### config.mk
export PLATFORM = sky130hd
export DESIGN_NAME = mold_hdr_front
export DESIGN_NICKNAME = d
export VERILOG_FILES = /design/src/rtl/mold_hdr_front.sv
export SDC_FILE = /design/constraint.sdc
export NUM_CORES = 1
export LEC_CHECK = 0
export ABC_AREA = 1
export BUFFER_PORTS_ARGS = -buffer_cell sky130_fd_sc_hd__clkbuf_2
export CAP_MARGIN = 20
export CORE_UTILIZATION = 40
export DETAILED_ROUTE_END_ITERATION = 12
export SETUP_SLACK_MARGIN = 0.05
export SYNTH_ARGS = -nofsm -noshare
export SYNTH_HDL_FRONTEND = slang
export SYNTH_SLANG_ARGS = --single-unit
### constraint.sdc
create_clock -name clk -period 2.1 [get_ports clk]
set_clock_uncertainty 0.1 [all_clocks]
set_input_delay 0 -clock clk [delete_from_list [all_inputs] [get_ports clk]]
set_output_delay 0 -clock clk [all_outputs]
set_load 0.02 [all_outputs]
### src/rtl/mold_hdr_front.sv
// MoldUDP64 header front end: decodes the 20-byte header spread over the first
// three 64-bit beats, reports per-beat byte counts and converts lengths to masks.
module mold_hdr_front #(
    parameter int unsigned AXI_DATA_W = 64,
    parameter int unsigned AXI_KEEP_W = AXI_DATA_W / 8,
    parameter int unsigned ML_W       = 16,
    parameter int unsigned KEEP_LW    = $clog2(AXI_KEEP_W) + 1
) (
    input  logic                  clk,
    input  logic                  nreset,
    input  logic                  axis_tvalid_i,
    input  logic [AXI_KEEP_W-1:0] axis_tkeep_i,
    input  logic [AXI_DATA_W-1:0] axis_tdata_i,
    input  logic                  axis_tlast_i,
    output logic                  axis_tready_o,
    input  logic [KEEP_LW-1:0]    len_i,
    output logic [AXI_KEEP_W-1:0] mask_o,
    output logic [KEEP_LW-1:0]    data_len_o,
    output logic                  data_len_v_o,
    output logic                  keep_err_o,
    output logic                  sid_v_o,
    output logic [79:0]           sid_o,
    output logic                  seq_v_o,
    output logic [63:0]           seq_o,
    output logic [ML_W-1:0]       msg_cnt_o,
    output logic [ML_W-1:0]       first_len_o,
    output logic                  hdr_err_o
);

    typedef enum logic [1:0] {IDLE, HDR1, HDR2, BODY} state_t;

    state_t                  state, state_nxt;
    logic [AXI_DATA_W-1:0]   data_be;
    logic [63:0]             sid_hi;
    logic [47:0]             seq_hi;
    logic                    ld_sid_hi, sid_done, seq_done, hdr_err_set;
    logic [KEEP_LW-1:0]      keep_cnt;
    logic                    keep_bad;

    function automatic logic [KEEP_LW-1:0] ones_run(input logic [AXI_KEEP_W-1:0] k);
        logic [KEEP_LW-1:0] c;
        logic               run;
        c   = '0;
        run = 1'b1;
        for (int unsigned i = 0; i < AXI_KEEP_W; i++) begin
            run = run & k[i];
            if (run) c = c + KEEP_LW'(1);
        end
        return c;
    endfunction

    function automatic logic [AXI_KEEP_W-1:0] len_to_mask(input logic [KEEP_LW-1:0] len);
        logic [AXI_KEEP_W-1:0] m;
        m = '0;
        for (int unsigned i = 0; i < AXI_KEEP_W; i++) begin
            m[i] = (i < 32'(len));
        end
        return m;
    endfunction

    assign axis_tready_o = 1'b1;

    // Wire byte 0 lands in the MSB so header fields can be sliced big-endian.
    always_comb begin
        data_be  = {<<8{axis_tdata_i}};
        keep_cnt = ones_run(axis_tkeep_i);
        keep_bad = (axis_tkeep_i != len_to_mask(keep_cnt));
    end

    always_ff @(posedge clk or negedge nreset) begin
        if (!nreset) state <= IDLE;
        else         state <= state_nxt;
    end

    always_comb begin
        state_nxt = state;
        if (axis_tvalid_i) begin
            unique case (state)
                IDLE:    state_nxt = axis_tlast_i ? IDLE : HDR1;
                HDR1:    state_nxt = axis_tlast_i ? IDLE : HDR2;
                HDR2:    state_nxt = axis_tlast_i ? IDLE : BODY;
                BODY:    state_nxt = axis_tlast_i ? IDLE : BODY;
                default: state_nxt = IDLE;
            endcase
        end
    end

    always_comb begin
        ld_sid_hi   = axis_tvalid_i && (state == IDLE);
        sid_done    = axis_tvalid_i && (state == HDR1);
        seq_done    = axis_tvalid_i && (state == HDR2);
        hdr_err_set = axis_tvalid_i && axis_tlast_i && ((state == IDLE) || (state == HDR1));
    end

    // Partial fields live in sid_hi/seq_hi so the outputs keep the previous packet until complete.
    always_ff @(posedge clk or negedge nreset) begin
        if (!nreset) begin
            sid_hi       <= '0;
            seq_hi       <= '0;
            sid_o        <= '0;
            seq_o        <= '0;
            msg_cnt_o    <= '0;
            first_len_o  <= '0;
            sid_v_o      <= 1'b0;
            seq_v_o      <= 1'b0;
            hdr_err_o    <= 1'b0;
            data_len_o   <= '0;
            data_len_v_o <= 1'b0;
            keep_err_o   <= 1'b0;
            mask_o       <= '0;
        end else begin
            sid_v_o      <= sid_done;
            seq_v_o      <= seq_done;
            hdr_err_o    <= hdr_err_set;
            data_len_v_o <= axis_tvalid_i;
            mask_o       <= len_to_mask(len_i);
            if (axis_tvalid_i) begin
                data_len_o <= keep_cnt;
                keep_err_o <= keep_bad;
            end
            if (ld_sid_hi) sid_hi <= data_be[63:0];
            if (sid_done) begin
                sid_o  <= {sid_hi, data_be[63:48]};
                seq_hi <= data_be[47:0];
            end
            if (seq_done) begin
                seq_o       <= {seq_hi, data_be[63:48]};
                msg_cnt_o   <= ML_W'(data_be[47:32]);
                first_len_o <= ML_W'(data_be[31:16]);
            end
        end
    end

endmodule

Word-level counts from Yosys, hierarchy flattened. Cells that the tools add are included. Widths: inputs -> output; s select.

Bits in registers: 307. Bits of input ports: 80. Output and inout bits: 194. Logic and storage cells: 68.

Add/subtract/negate cells: 7. Magnitude comparators: 16. Equality and inequality tests: 4. Multiplexer cells: 12. Bitwise gates (word level): 7. Reduce and logical (&&, ||, !) cells: 8.

Operator list (count): $lt 3x4->1 const A (8); $add 4x1->4 const B (6); $mux 4 (6); $lt 1x4->1 const A (4); $lt 2x4->1 const A (4); $ne 8x8->1 (1); $and 1x1->1 (7); $mux 2 (3); $pmux 2 s3 (1); $logic_and 1x1->1 (5); $eq 2x2->1 const B (2); $add 1x1->2 const B (1); $eq 2x1->1 const B (1); $logic_not 2->1 (1); $mux 1 (2); $reduce_or 2->1 (1); $logic_or 1x1->1 (1).

Longest topological paths before layout. Gate-level depths: netlist of the first run.

Depth after elaboration: 17. Depth in mapped cells: 31. Gate-level depth less buffers: 31.

Worst setup path after synthesis of the first run. OpenSTA, ideal clock, no wires.

Kind: in2reg. Start point: input axis_tkeep_i[1]. End point: register keep_err_o. Library setup time: 0.113 ns. Arrival: 3.077 ns. Required time: 1.887 ns. Path slack: -1.190 ns. Stages on the path: 31. Buffers on the path: 0. Path through: inv_1 -> o21ai_0 -> inv_1 -> ha_1 -> inv_1 -> nand3_1 -> nand2_1 -> inv_1 -> ha_1 -> inv_1 -> nand3_1 -> nand2_1 -> inv_1 -> ha_1 -> nand2_1 -> nand2_1 -> ha_1 -> nand2_1 -> nand2_1 -> ha_1 -> inv_1 -> nor2_2 -> nand3b_1 -> nand3_1 -> nand2_1 -> nand2_1 -> nand2_1 -> nor2_1 -> nand3_1 -> nand2_1 -> inv_1.

Word-level cells in the longest chain between the ends: 16. Elaborated cells on any way between the ends: 29. Classes of those cells: 6 x add/sub; 8 x order compare; 1 x eq/ne; 7 x mux; 7 x bitwise.

Ends and longest elaborated chain: from (decl) (line 12) `input logic [AXI_KEEP_W-1:0] axis_tkeep_i,`; $and 1x1->1 (line 46) `run = run & k[i];`; $mux 2 (line 47) `if (run) c = c + KEEP_LW'(1);`; $add 4x1->4 (line 47); $mux 4 (line 47); $add 4x1->4 (line 47); $mux 4 (line 47); $add 4x1->4 (line 47); $mux 4 (line 47); $add 4x1->4 (line 47); $mux 4 (line 47); $add 4x1->4 (line 47); $mux 4 (line 47); $add 4x1->4 (line 47); $mux 4 (line 47); $lt 1x4->1, or another cell as far along (line 56) `m[i] = (i < 32'(len));`; $ne 8x8->1 * (line 67) `keep_bad = (axis_tkeep_i != len_to_mask(keep_cnt));`; to (signal assigned) (line 119) `keep_err_o <= keep_bad;`; to (decl) (line 20) `output logic keep_err_o,`.

Every way passes the cells marked *; elsewhere a longest branch is shown, timed or not. A chain may end at the register's enable or synchronous reset.

Worst setup path in the final report of the first run. Same ends and word-level chain as after synthesis.

==> results.md, run 1 <==
* Total core area at 28900 um^2
* DP HPWL at 18700 um
* CTS tree: built
* ANT nets after route at 0
* Clock Path Buffers at 3
* Synthesized Nets at 1360
* Register bit total from synthesis at 307
* CP max stage cell: ha_4
* Placed Cells at 1904
* FFs w/ async S/R, synth at 100%
* Vias in the first global route at 9442
* Top cells by area, synth: dfrtp_1 (65%), nand2_1 (15%), o21ai_0 (9.1%)
* CP Class: primary input to flop
* Worst r2r src: state[0]$_DFFE_PN0P_
* First drt pass iteration count at 5
* Largest net degree at the start of global routing at 161
* Max-cap violations at 0
* Final hold violations at 0
* RSZ-0062 raised after global routing: yes
* Maximum vdd drop at 743 uV
* Routed len/inst at 14.4 um
* Die area at 30200 um^2
* Status: finished, violations left
* Pwr/cell area at 1340 nW/um^2
* Drt via density at 4.63
* Critical path arrival at 3.01 ns
* Static Leakage at 8.50 nW
* Gate power share at 29.6%
* Row count at 62
* Reg power frac at 43.0%
* Max-slew violations at 0
* Root Driver: clkbuf_16
* Worst Reg-to-Reg Cells at 4
* Syn avg cell area at 9.25 um^2
* First-pass GRT wire length at 48100 um
* Area grow syn2layout at 35.7%
* Terminus of the critical flop-to-flop path: seq_hi[34]$_DFFE_PN0P_
* Final Power at 21.5 mW
* Critical path fanouts, max at 4
* Post-synth top cells: nand2_1 (479), dfrtp_1 (307), o21ai_0 (215)
* CP peak stage delay at 0.26 ns
* Global Route Usage Sum at 19.7%
* Top Ports at 274
* DRT iter0 DRCs at 532
* Post-synth EDFFs at 0
* Slew margin rel. at 52.0%
* Via count at 9487
* Final #Nets at 1727
* Req. time, crit path at 2.40 ns
* Syn Std Cell Area at 11800 um^2
* Synth warn at 0
* Type of the worst min-delay path: primary input to asynchronous set/reset pin
* PortBufs at 272
* Worst-path clk slew at 0.06 ns
* Clock Sink Count at 307
* Worst-Skew Late Latency at 0.50 ns
* Worst-Margin Slew at 0.720 ns
* Final Cycle Share at 129%
* Setup violations, final at 4
* Final wirelength at 29500 um
* Total congestion overflow at 0
* Net Sw Frac at 35.7%
* Final Critical Period at 2.71 ns
* Synth Flop Type: dfrtp_1
* Cell internal pwr at 13.8 mW
* Initial Util at 40.9%
* Post-Layout Cell Count at 2049
* R2R setup slack at 0.34 ns
* Antenna violations before repair at 1
* Highest Clock Rate at 369 MHz
* Cell taking the most area after synthesis: dfrtp_1
* DR DRC count at 0
* CTS Buf Count at 34
* Post-synthesis cell count at 1275
* Violated checks: negative setup slack
* NetSw at 7.68 mW
* Share of the synthesized area in the top cell type at 65.2%
* Placer Congestion at 0.773
* Count leader, synth: nand2_1
* Cell variety after synth at 27
* Die W at 174 um
* Final WS setup at -0.613 ns
* CP Launch Type: primary input
* Seq/Total Area, Yosys at 65.2%
* CP endpoint kind: flop
* Clk pwr share at 27.4%
* Ratio of cells with drive above 1 in the final layout at 25.1%
* Vert. Die Dim at 174 um
* H-Tree Level Count at 2
-- flip-flops by register name, indices dropped and copies added (netlist names) --
name	cells
msg_cnt_o	16
seq_hi	48
keep_err_o	1
sid_o	80
sid_hi	64
data_len_o	4
data_len_v_o	1
mask_o	8
first_len_o	16
seq_v_o	1
sid_v_o	1
hdr_err_o	1
seq_o	64
state	2
-- routing by layer --
metal	GRT usage (%)	part of all wire [%]
met3	4.76	5.8
met4	4.71	1.5
met5	0	0
met1	26.1	44
met2	32.6	48
-- critical path, delay by kind of cell --
kind	cells	cell delay, ns
AND/OR/NAND/NOR	17	1.25
AO/OA/AOI/OAI	1	0.13
adder cells (fa/ha/maj)	4	0.86
buffers and inverters	10	0.74
-- timing repair --
action | 4_1_cts | 5_1_grt
setup buffers | 6 | 4
endpoints found under the setup margin | 4 | 4
gates resized for setup | 8 | 23
endpoints found under the hold margin | 498 | 0
pin swaps | 7 | 21
hold buffers | 78 | 0
-- power by group through the flow --
stage | Clock [mW] | Combinational (mW) | Sequential (mW)
CTS | 6.04 | 6.43 | 9.25
detailed placement | 0 | 6.27 | 9.31
global placement | 0 | 6.16 | 9.26
global route | 6.28 | 7.05 | 9.49
finish | 5.89 | 6.38 | 9.24
floorplan | 0 | 1.92 | 11.0
-- placed cells by master (no fill, tap or decap), types with 2 or more instances in the layout --
cell type      count
inv_2              6
nand3_1           29
clkbuf_2         269
buf_6              2
dfrtp_1          307
clkinv_2           3
clkbuf_8           5
o21ai_0          212
bufinv_16          2
nand2_2           12
nor2_4             4
clkbuf_1           9
buf_4             36
nand3_4            3
nor2_1            16
clkinv_1           2
buf_12            10
inv_1            116
ha_4               5
dlygate4sd3_1     77
nand2_4            7
nand3_2            6
clkbuf_16         38
nand2_1          469
a21oi_1            2
clkinvlp_4         3
-- per-stage QoR --
stage          worst slack [ns]  area (um^2)  TNS [ns]  utilization, %  hold WS, ns
2_1_floorplan            -0.920        11900     -2.42               -       -0.396
3_3_place_gp              -1.29        13900     -4.07            48.1       -0.154
3_5_place_dp              -1.39        13900     -4.48            48.1       -0.152
4_1_cts                  -0.711        15900     -1.74            55.0       0.0174
5_1_grt                  -0.796        16000     -1.97            55.5       0.0530
6_report                 -0.613        16000     -1.42            55.5       0.0402
-- worst max path at each step --
stage	start	to	slack, ns	depth (start not counted)
after floorplan	axis_tkeep_i[1]	keep_err_o$_DFFE_PN0P_	-0.92	30
after global placement	axis_tkeep_i[1]	keep_err_o$_DFFE_PN0P_	-1.29	31
after detailed placement	axis_tkeep_i[1]	keep_err_o$_DFFE_PN0P_	-1.39	31
after CTS	axis_tkeep_i[1]	keep_err_o$_DFFE_PN0P_	-0.71	31
after global routing	axis_tkeep_i[1]	keep_err_o$_DFFE_PN0P_	-0.80	32
final	axis_tkeep_i[1]	keep_err_o$_DFFE_PN0P_	-0.61	32
-- layout make-up --
cell class,instances,area (um^2)
tap,384,480
clock inverter,7,92.6
sequential,307,7680
antenna,1,2.50
multi-input combinational,776,3550
timing repair buffer,397,2680
fill,2644,12900
inverter,126,487
clock buffer,51,1030
-- kinds of logic (layout without fill, tap and decap cells) --
group / count (synthesis) / after routing / synth area share [%]
AOI/OAI and AO/OA: 219 / 219 / 9.33
buffers and inverters: 192 / 581 / 6.27
adders and majority gates: 5 / 5 / 0.531
other: 1 / 2 / 0.0318
and+or+nand+nor: 551 / 551 / 18.7
DFF: 307 / 307 / 65.2
Power figures use the tool's default switching activity.
==> run 2: changes to the inputs <==
--- a/config.mk
+++ b/config.mk
@@ -10,7 +10,8 @@
 export CAP_MARGIN = 20
 export CORE_UTILIZATION = 40
 export DETAILED_ROUTE_END_ITERATION = 12
-export SETUP_SLACK_MARGIN = 0.05
+export PLACE_DENSITY = 0.72
+export SETUP_SLACK_MARGIN = 0.15
 export SYNTH_ARGS = -nofsm -noshare
 export SYNTH_HDL_FRONTEND = slang
 export SYNTH_SLANG_ARGS = --single-unit
==> run 2 against run 1 <==
Effect of this change:
- the run still ends with negative setup slack left
- critical endpoint unchanged
- largest power group unchanged
- sequential share of layout area fell by 0.38 points
- count of clock-buffer cells in the layout did not move
- critical path depth unchanged
- final area grew 0.79%
- critical path type unchanged
==> results.md, run 2 (same netlist as run 1, synthesis figures left out) <==
* Global Route Usage Sum at 19.7% (about the same)
* Final Cycle Share at 133% (was 129%)
* RSZ-0062 raised after global routing: yes (unchanged)
* Routed len/inst at 14.3 um (was 14.4 um)
* Req. time, crit path at 2.39 ns (was 2.40 ns)
* Final Critical Period at 2.80 ns (was 2.71 ns)
* Max-slew violations at 0 (unchanged)
* Static Leakage at 8.57 nW (was 8.50 nW)
* # fillers at 2513 (was 2644)
* Placer Congestion at 0.810 (was 0.773)
* Final #Nets at 1738 (was 1727)
* WHS at 0.00748 ns (was 0.0402 ns)
* Terminus of the critical flop-to-flop path: sid_hi[9]$_DFFE_PN0P_ (was seq_hi[34]$_DFFE_PN0P_)
* Die area at 30200 um^2 (unchanged)
* Vert. Die Dim at 174 um (unchanged)
* Top Ports at 274 (unchanged)
* Most common cell on crit path: inv_2
* Pre-CTS WS at -1.41 ns (was -1.39 ns)
* Critical path fanouts, max at 4 (unchanged)
* ANT nets after route at 0 (unchanged)
* H-Tree Level Count at 2 (unchanged)
* Setup violations, final at 4 (unchanged)
* Max-cap violations at 0 (unchanged)
* Final core utilization at 55.9% (was 55.5%)
* Largest net degree at the start of global routing at 85 (was 161)
* Critical path arrival at 3.09 ns (was 3.01 ns)
* PortBufs at 272 (unchanged)
* Total congestion overflow at 0 (unchanged)
* Area grow syn2layout at 36.8% (was 35.7%)
* R2R setup slack at 0.27 ns (was 0.34 ns)
* Vias in the first global route at 9602 (was 9442)
* Maximum vdd drop at 1060 uV (was 743 uV)
* Largest Register: sid_o (unchanged)
* First drt pass iteration count at 7 (was 5)
* Drt via density at 4.70 (was 4.63)
* Worst-Skew Late Latency at 0.50 ns (about the same)
* Clock Sink Count at 307 (unchanged)
* Via count at 9697 (was 9487)
* Final WS setup at -0.697 ns (was -0.613 ns)
* CP endpoint kind: flop (unchanged)
* Status: finished, violations left (unchanged)
* Row count at 62 (unchanged)
* CP Launch Type: primary input (unchanged)
* TNS Setup at -1.82 ns (was -1.42 ns)
* Top flop regs: sid_o: 80 flops, seq_o: 64 flops, sid_hi: 64 flops (unchanged)
* Antenna violations before repair at 0 (was 1)
* CTS tree: built (unchanged)
* Final hold violations at 0 (unchanged)
* Antenna cell count at 0 (was 1)
* DRT iter0 DRCs at 566 (was 532)
* Most frequent cells in the layout: nand2_1 (469), dfrtp_1 (307), clkbuf_2 (270) (was nand2_1 (469), dfrtp_1 (307), clkbuf_2 (269))
* Worst r2r src: state[1]$_DFFE_PN0P_ (was state[0]$_DFFE_PN0P_)
* Most common cell after layout, fill and taps aside: nand2_1 (unchanged)
* Die W at 174 um (unchanged)
* DP HPWL at 18900 um (was 18700 um)
* Pwr/cell area at 1340 nW/um^2 (about the same)
* CP Class: primary input to flop (unchanged)
* Clock Path Buffers at 3 (unchanged)
* CP max stage cell: ha_4 (unchanged)
* Initial Util at 40.9% (unchanged)
* Highest Clock Rate at 358 MHz (was 369 MHz)
* CP peak stage delay at 0.26 ns (about the same)
* Max reg flops at 80 (unchanged)
* CP Launch Point: axis_tkeep_i[1] (unchanged)
* Worst-path clk slew at 0.05 ns (was 0.06 ns)
* First-pass GRT wire length at 48300 um (was 48100 um)
* Violated checks: negative setup slack (unchanged)
* DR DRC count at 0 (unchanged)
* Root Driver: clkbuf_16 (unchanged)
* Ratio of cells with drive above 1 in the final layout at 25.9% (was 25.1%)
* Type of the worst min-delay path: primary input to flop (was primary input to asynchronous set/reset pin)
* CTS Buf Count at 34 (unchanged)
* Total core area at 28900 um^2 (unchanged)
* Final wirelength at 29500 um (about the same)
* Worst Reg-to-Reg Cells at 5 (was 4)
* Worst setup path end: keep_err_o$_DFFE_PN0P_ (unchanged)
[run 2: changes by cell type in the layout (fill, tap and decap cells not counted), moves of 2 or more]
cell           change
buf_6              +6
nand2_4            +2
buf_4              +4
clkinv_8           +2
clkinv_2           +2
dlygate4sd3_1      +2
clkbuf_16          -2
clkbuf_8           +3
clkinvlp_4         -2
nand2_2            -2
inv_6              +2
[run 2: what timing repair did]
action | in CTS | in global routing
buffers inserted | 14 | 4
resized for setup | 17 | 24
pin swaps | 15 | 25
hold buffers | 79 | 0
endpoints found under the setup margin | 4 | 5
endpoints found under the hold margin | 501 | 0
[run 2: metal layers]
layer	part of all wire [%]	GRT usage, %	vias up	routed length, um
met5	0	0	-	0
met4	3.7	7.75	0	1100
met3	6.3	4.19	70	1850
met2	48	32.6	296	14100
met1	42	25.3	4600	12500
li1	-	-	4731	-
[run 2: final cells by class]
| type | instances | area, um^2 | area share [%] |
|---|---|---|---|
| Clock buffer | 51 | 1020 | 6.30 |
| Clock inverter | 11 | 138 | 0.853 |
| Inverter | 126 | 487 | 3.02 |
| Multi-Input combinational cell | 776 | 3570 | 22.2 |
| Sequential cell | 307 | 7680 | 47.6 |
| Tap cell | 384 | 480 | 2.98 |
| Timing Repair Buffer | 408 | 2750 | 17.1 |
[run 2: critical path: cells and delay by family]
kind	cells	cell delay (ns)
simple gates	17	1.34
compound gates	1	0.13
buf+inv	9	0.50
fa+ha+maj	5	1.09
[run 2: worst min path at each step]
stage                                            to            start  depth (start not counted)
after floorplan           data_len_o[0]$_DFFE_PN0P_           nreset                          0
after global placement        seq_o[57]$_DFFE_PN0P_           nreset                          1
after detailed placement      seq_o[57]$_DFFE_PN0P_           nreset                          1
after CTS                    keep_err_o$_DFFE_PN0P_  axis_tkeep_i[5]                          8
after global routing         keep_err_o$_DFFE_PN0P_  axis_tkeep_i[5]                          9
final                        keep_err_o$_DFFE_PN0P_  axis_tkeep_i[5]                          8
[run 2: power by group]
part	switching, mW	internal (mW)	leakage [nW]
logic	4.29	2.13	4.17
clock network	2.34	3.62	0.565
registers	1.16	8.09	3.84
total	7.79	13.8	8.57
[run 2: per-stage QoR]
stage	total power, mW	instances	instance area (um^2)
after floorplan	12.9	1275	11900
after global placement	15.4	1904	13900
after detailed placement	15.6	1904	13900
after CTS	21.8	2059	16000
after global routing	22.9	2063	16100
final	21.6	2063	16100
==> run 3: changes to the inputs <==
--- a/config.mk
+++ b/config.mk
@@ -8,9 +8,9 @@
 export ABC_AREA = 1
 export BUFFER_PORTS_ARGS = -buffer_cell sky130_fd_sc_hd__clkbuf_2
 export CAP_MARGIN = 20
+export CORE_MARGIN = 1
 export CORE_UTILIZATION = 40
 export DETAILED_ROUTE_END_ITERATION = 12
-export PLACE_DENSITY = 0.72
 export SETUP_SLACK_MARGIN = 0.15
 export SYNTH_ARGS = -nofsm -noshare
 export SYNTH_HDL_FRONTEND = slang
==> run 3 against run 2 <==
Effect of this change:
- die area is the same
- final area shrank 0.75%
- non-clock buffer count shrank 9
- final cell count shrank 0.58%
- clock power shrank 1%
- combinational power shrank 0.9%
- critical path type unchanged
- critical endpoint unchanged
- the run still ends with negative setup slack left
- total power shrank 0.67%
- global-route usage shrank 0.089 points
- sequential share of layout area grew 0.36 points
- wire length shrank 0.45%
- first-iteration DRC count shrank 12%
==> results.md, run 3 (same netlist as run 1, synthesis figures left out) <==
* Status: finished, violations left (unchanged)
* Violated checks: negative setup slack (unchanged)
* Worst Reg-to-Reg Cells at 4 (was 5)
* DR DRC count at 0 (unchanged)
* Via count at 9459 (was 9697)
* Final WS setup at -0.618 ns (was -0.697 ns)
* Vias in the first global route at 9451 (was 9602)
* Total core area at 28900 um^2 (unchanged)
* Ratio of cells with drive above 1 in the final layout at 25.2% (was 25.9%)
* Area grow syn2layout at 35.8% (was 36.8%)
* H-Tree Level Count at 2 (unchanged)
* # fillers at 2646 (was 2513)
* Max reg flops at 80 (unchanged)
* CP top delay family: simple AND/OR/NAND/NOR gates (unchanged)
* Setup violations, final at 4 (unchanged)
* Final wirelength at 29400 um (was 29500 um)
* First drt pass iteration count at 5 (was 7)
* Global Route Usage Sum at 19.6% (was 19.7%)
* Max-slew violations at 0 (unchanged)
* Die area at 30200 um^2 (unchanged)
* Initial Util at 40.9% (unchanged)
* Placed inst area at 13900 um^2 (about the same)
* Slew margin rel. at 51.4%
* Worst-Skew Late Latency at 0.49 ns (was 0.50 ns)
* Drt via density at 4.61 (was 4.70)
* Critical path fanouts, max at 4 (unchanged)
* Final #Nets at 1729 (was 1738)
* Final Cycle Share at 129% (was 133%)
* CP Class: primary input to flop (unchanged)
* Most common cell after layout, fill and taps aside: nand2_1 (unchanged)
* Type of the worst min-delay path: primary input to flop (unchanged)
* Largest net degree at the start of global routing at 161 (was 85)
* First-pass GRT wire length at 47900 um (was 48300 um)
* Die W at 174 um (unchanged)
* Critical path arrival at 3.01 ns (was 3.09 ns)
* Maximum vdd drop at 743 uV (was 1060 uV)
* Highest Clock Rate at 368 MHz (was 358 MHz)
* CP max stage cell: ha_4 (unchanged)
* Antenna violations before repair at 1 (was 0)
* Final instance area at 16000 um^2 (was 16100 um^2)
* Register area at 7680 um^2 (unchanged)
* RSZ-0062 raised after global routing: yes (unchanged)
* CP endpoint kind: flop (unchanged)
* Most frequent cells in the layout: nand2_1 (469), dfrtp_1 (307), clkbuf_2 (269) (was nand2_1 (469), dfrtp_1 (307), clkbuf_2 (270))
* Root Driver: clkbuf_16 (unchanged)
* Static Leakage at 8.50 nW (was 8.57 nW)
* Multi-input logic area at 3550 um^2 (was 3570 um^2)
* CTS Buf Count at 34 (unchanged)
* DRT iter0 DRCs at 496 (was 566)
* Clock Sink Count at 307 (unchanged)
* CP Launch Type: primary input (unchanged)
* Top Ports at 274 (unchanged)
* Worst-Margin Slew at 0.729 ns
* PortBufs at 272 (unchanged)
* Req. time, crit path at 2.40 ns (was 2.39 ns)
* Final hold violations at 0 (unchanged)
* DP HPWL at 18700 um (was 18900 um)
* Buf/Inv on CP at 10 (was 9)
* Worst-path clk slew at 0.06 ns (was 0.05 ns)
* Largest Register: sid_o (unchanged)
* Vert. Die Dim at 174 um (unchanged)
* CP Depth at 32 (unchanged)
* Worst hold path depth at 8 (unchanged)
* Routed len/inst at 14.3 um (about the same)
* ANT nets after route at 0 (unchanged)
* WHS at 0.0442 ns (was 0.00748 ns)
* Total congestion overflow at 0 (unchanged)
* CTS tree: built (unchanged)
* Placer Congestion at 0.773 (was 0.810)
* Row count at 62 (unchanged)
* Top flop regs: sid_o: 80 flops, seq_o: 64 flops, sid_hi: 64 flops (unchanged)
* CP peak stage delay at 0.26 ns (about the same)
* Pwr/cell area at 1340 nW/um^2 (about the same)
* Clock Path Buffers at 3 (unchanged)
* Final Critical Period at 2.72 ns (was 2.80 ns)
* Max-cap violations at 0 (unchanged)
[run 3: final timing paths]
path / start / end / slack (ns)
worst max register to register: state[0]$_DFFE_PN0P_ / seq_hi[30]$_DFFE_PN0P_ / 0.33
worst min-delay path: axis_tkeep_i[4] / keep_err_o$_DFFE_PN0P_ / 0.04
worst max-delay path: axis_tkeep_i[1] / keep_err_o$_DFFE_PN0P_ / -0.62
worst min register to register: seq_hi[47]$_DFFE_PN0P_ / seq_o[63]$_DFFE_PN0P_ / 0.37
max in group asynchronous: nreset / first_len_o[1]$_DFFE_PN0P_ / 0.67
min in group asynchronous: nreset / sid_hi[42]$_DFFE_PN0P_ / 0.45
[run 3: metrics by stage]
stage | power [mW] | std cells | TNS, ns | setup slack, ns | utilization (%)
after floorplan | 12.9 | 1275 | -2.42 | -0.920 | -
after global placement | 15.4 | 1904 | -4.07 | -1.29 | 48.1
after detailed placement | 15.6 | 1904 | -4.48 | -1.39 | 48.1
after CTS | 21.7 | 2046 | -1.84 | -0.711 | 55.0
after global routing | 22.8 | 2051 | -2.14 | -0.796 | 55.5
final | 21.5 | 2051 | -1.63 | -0.618 | 55.5
[run 3: where the power goes]
group,switching (mW),internal [mW]
Clock,2.27,3.62
Combinational,4.26,2.10
Sequential,1.15,8.09
[run 3: routing by layer]
| metal | GRT usage, % | up-vias | wire (um) |
|---|---|---|---|
| met1 | 25.9 | 4502 | 13000 |
| met3 | 4.76 | 34 | 1720 |
| met5 | 0 | - | 0 |
| met2 | 32.5 | 232 | 14200 |
| li1 | - | 4691 | - |
| met4 | 4.71 | 0 | 452 |
[run 3: layout make-up]
cell class	instances	share of cell area (%)
Sequential cell	307	48.0
Antenna cell	1	0.0156
Multi-Input combinational cell	776	22.2
Inverter	126	3.04
Clock buffer	51	6.42
Timing Repair Buffer	399	16.8
Tap cell	384	3.00
Clock inverter	7	0.578
[run 3: worst min-delay path: stages]
cell and delay [ns]:
clkbuf_2 0.13, buf_4 0.15, nand3_1 0.06, nand2_1 0.06
nor2_1 0.04, nand3_1 0.07, nand2_1 0.05, inv_1 0.04
[run 3: timing repair]
action                                 CTS  global route
setup buffers                            6             4
pin swaps                                7            21
setup endpoints to repair                4             4
hold buffers                            78             0
gates resized for setup                  9            24
endpoints found under the hold margin  498             0
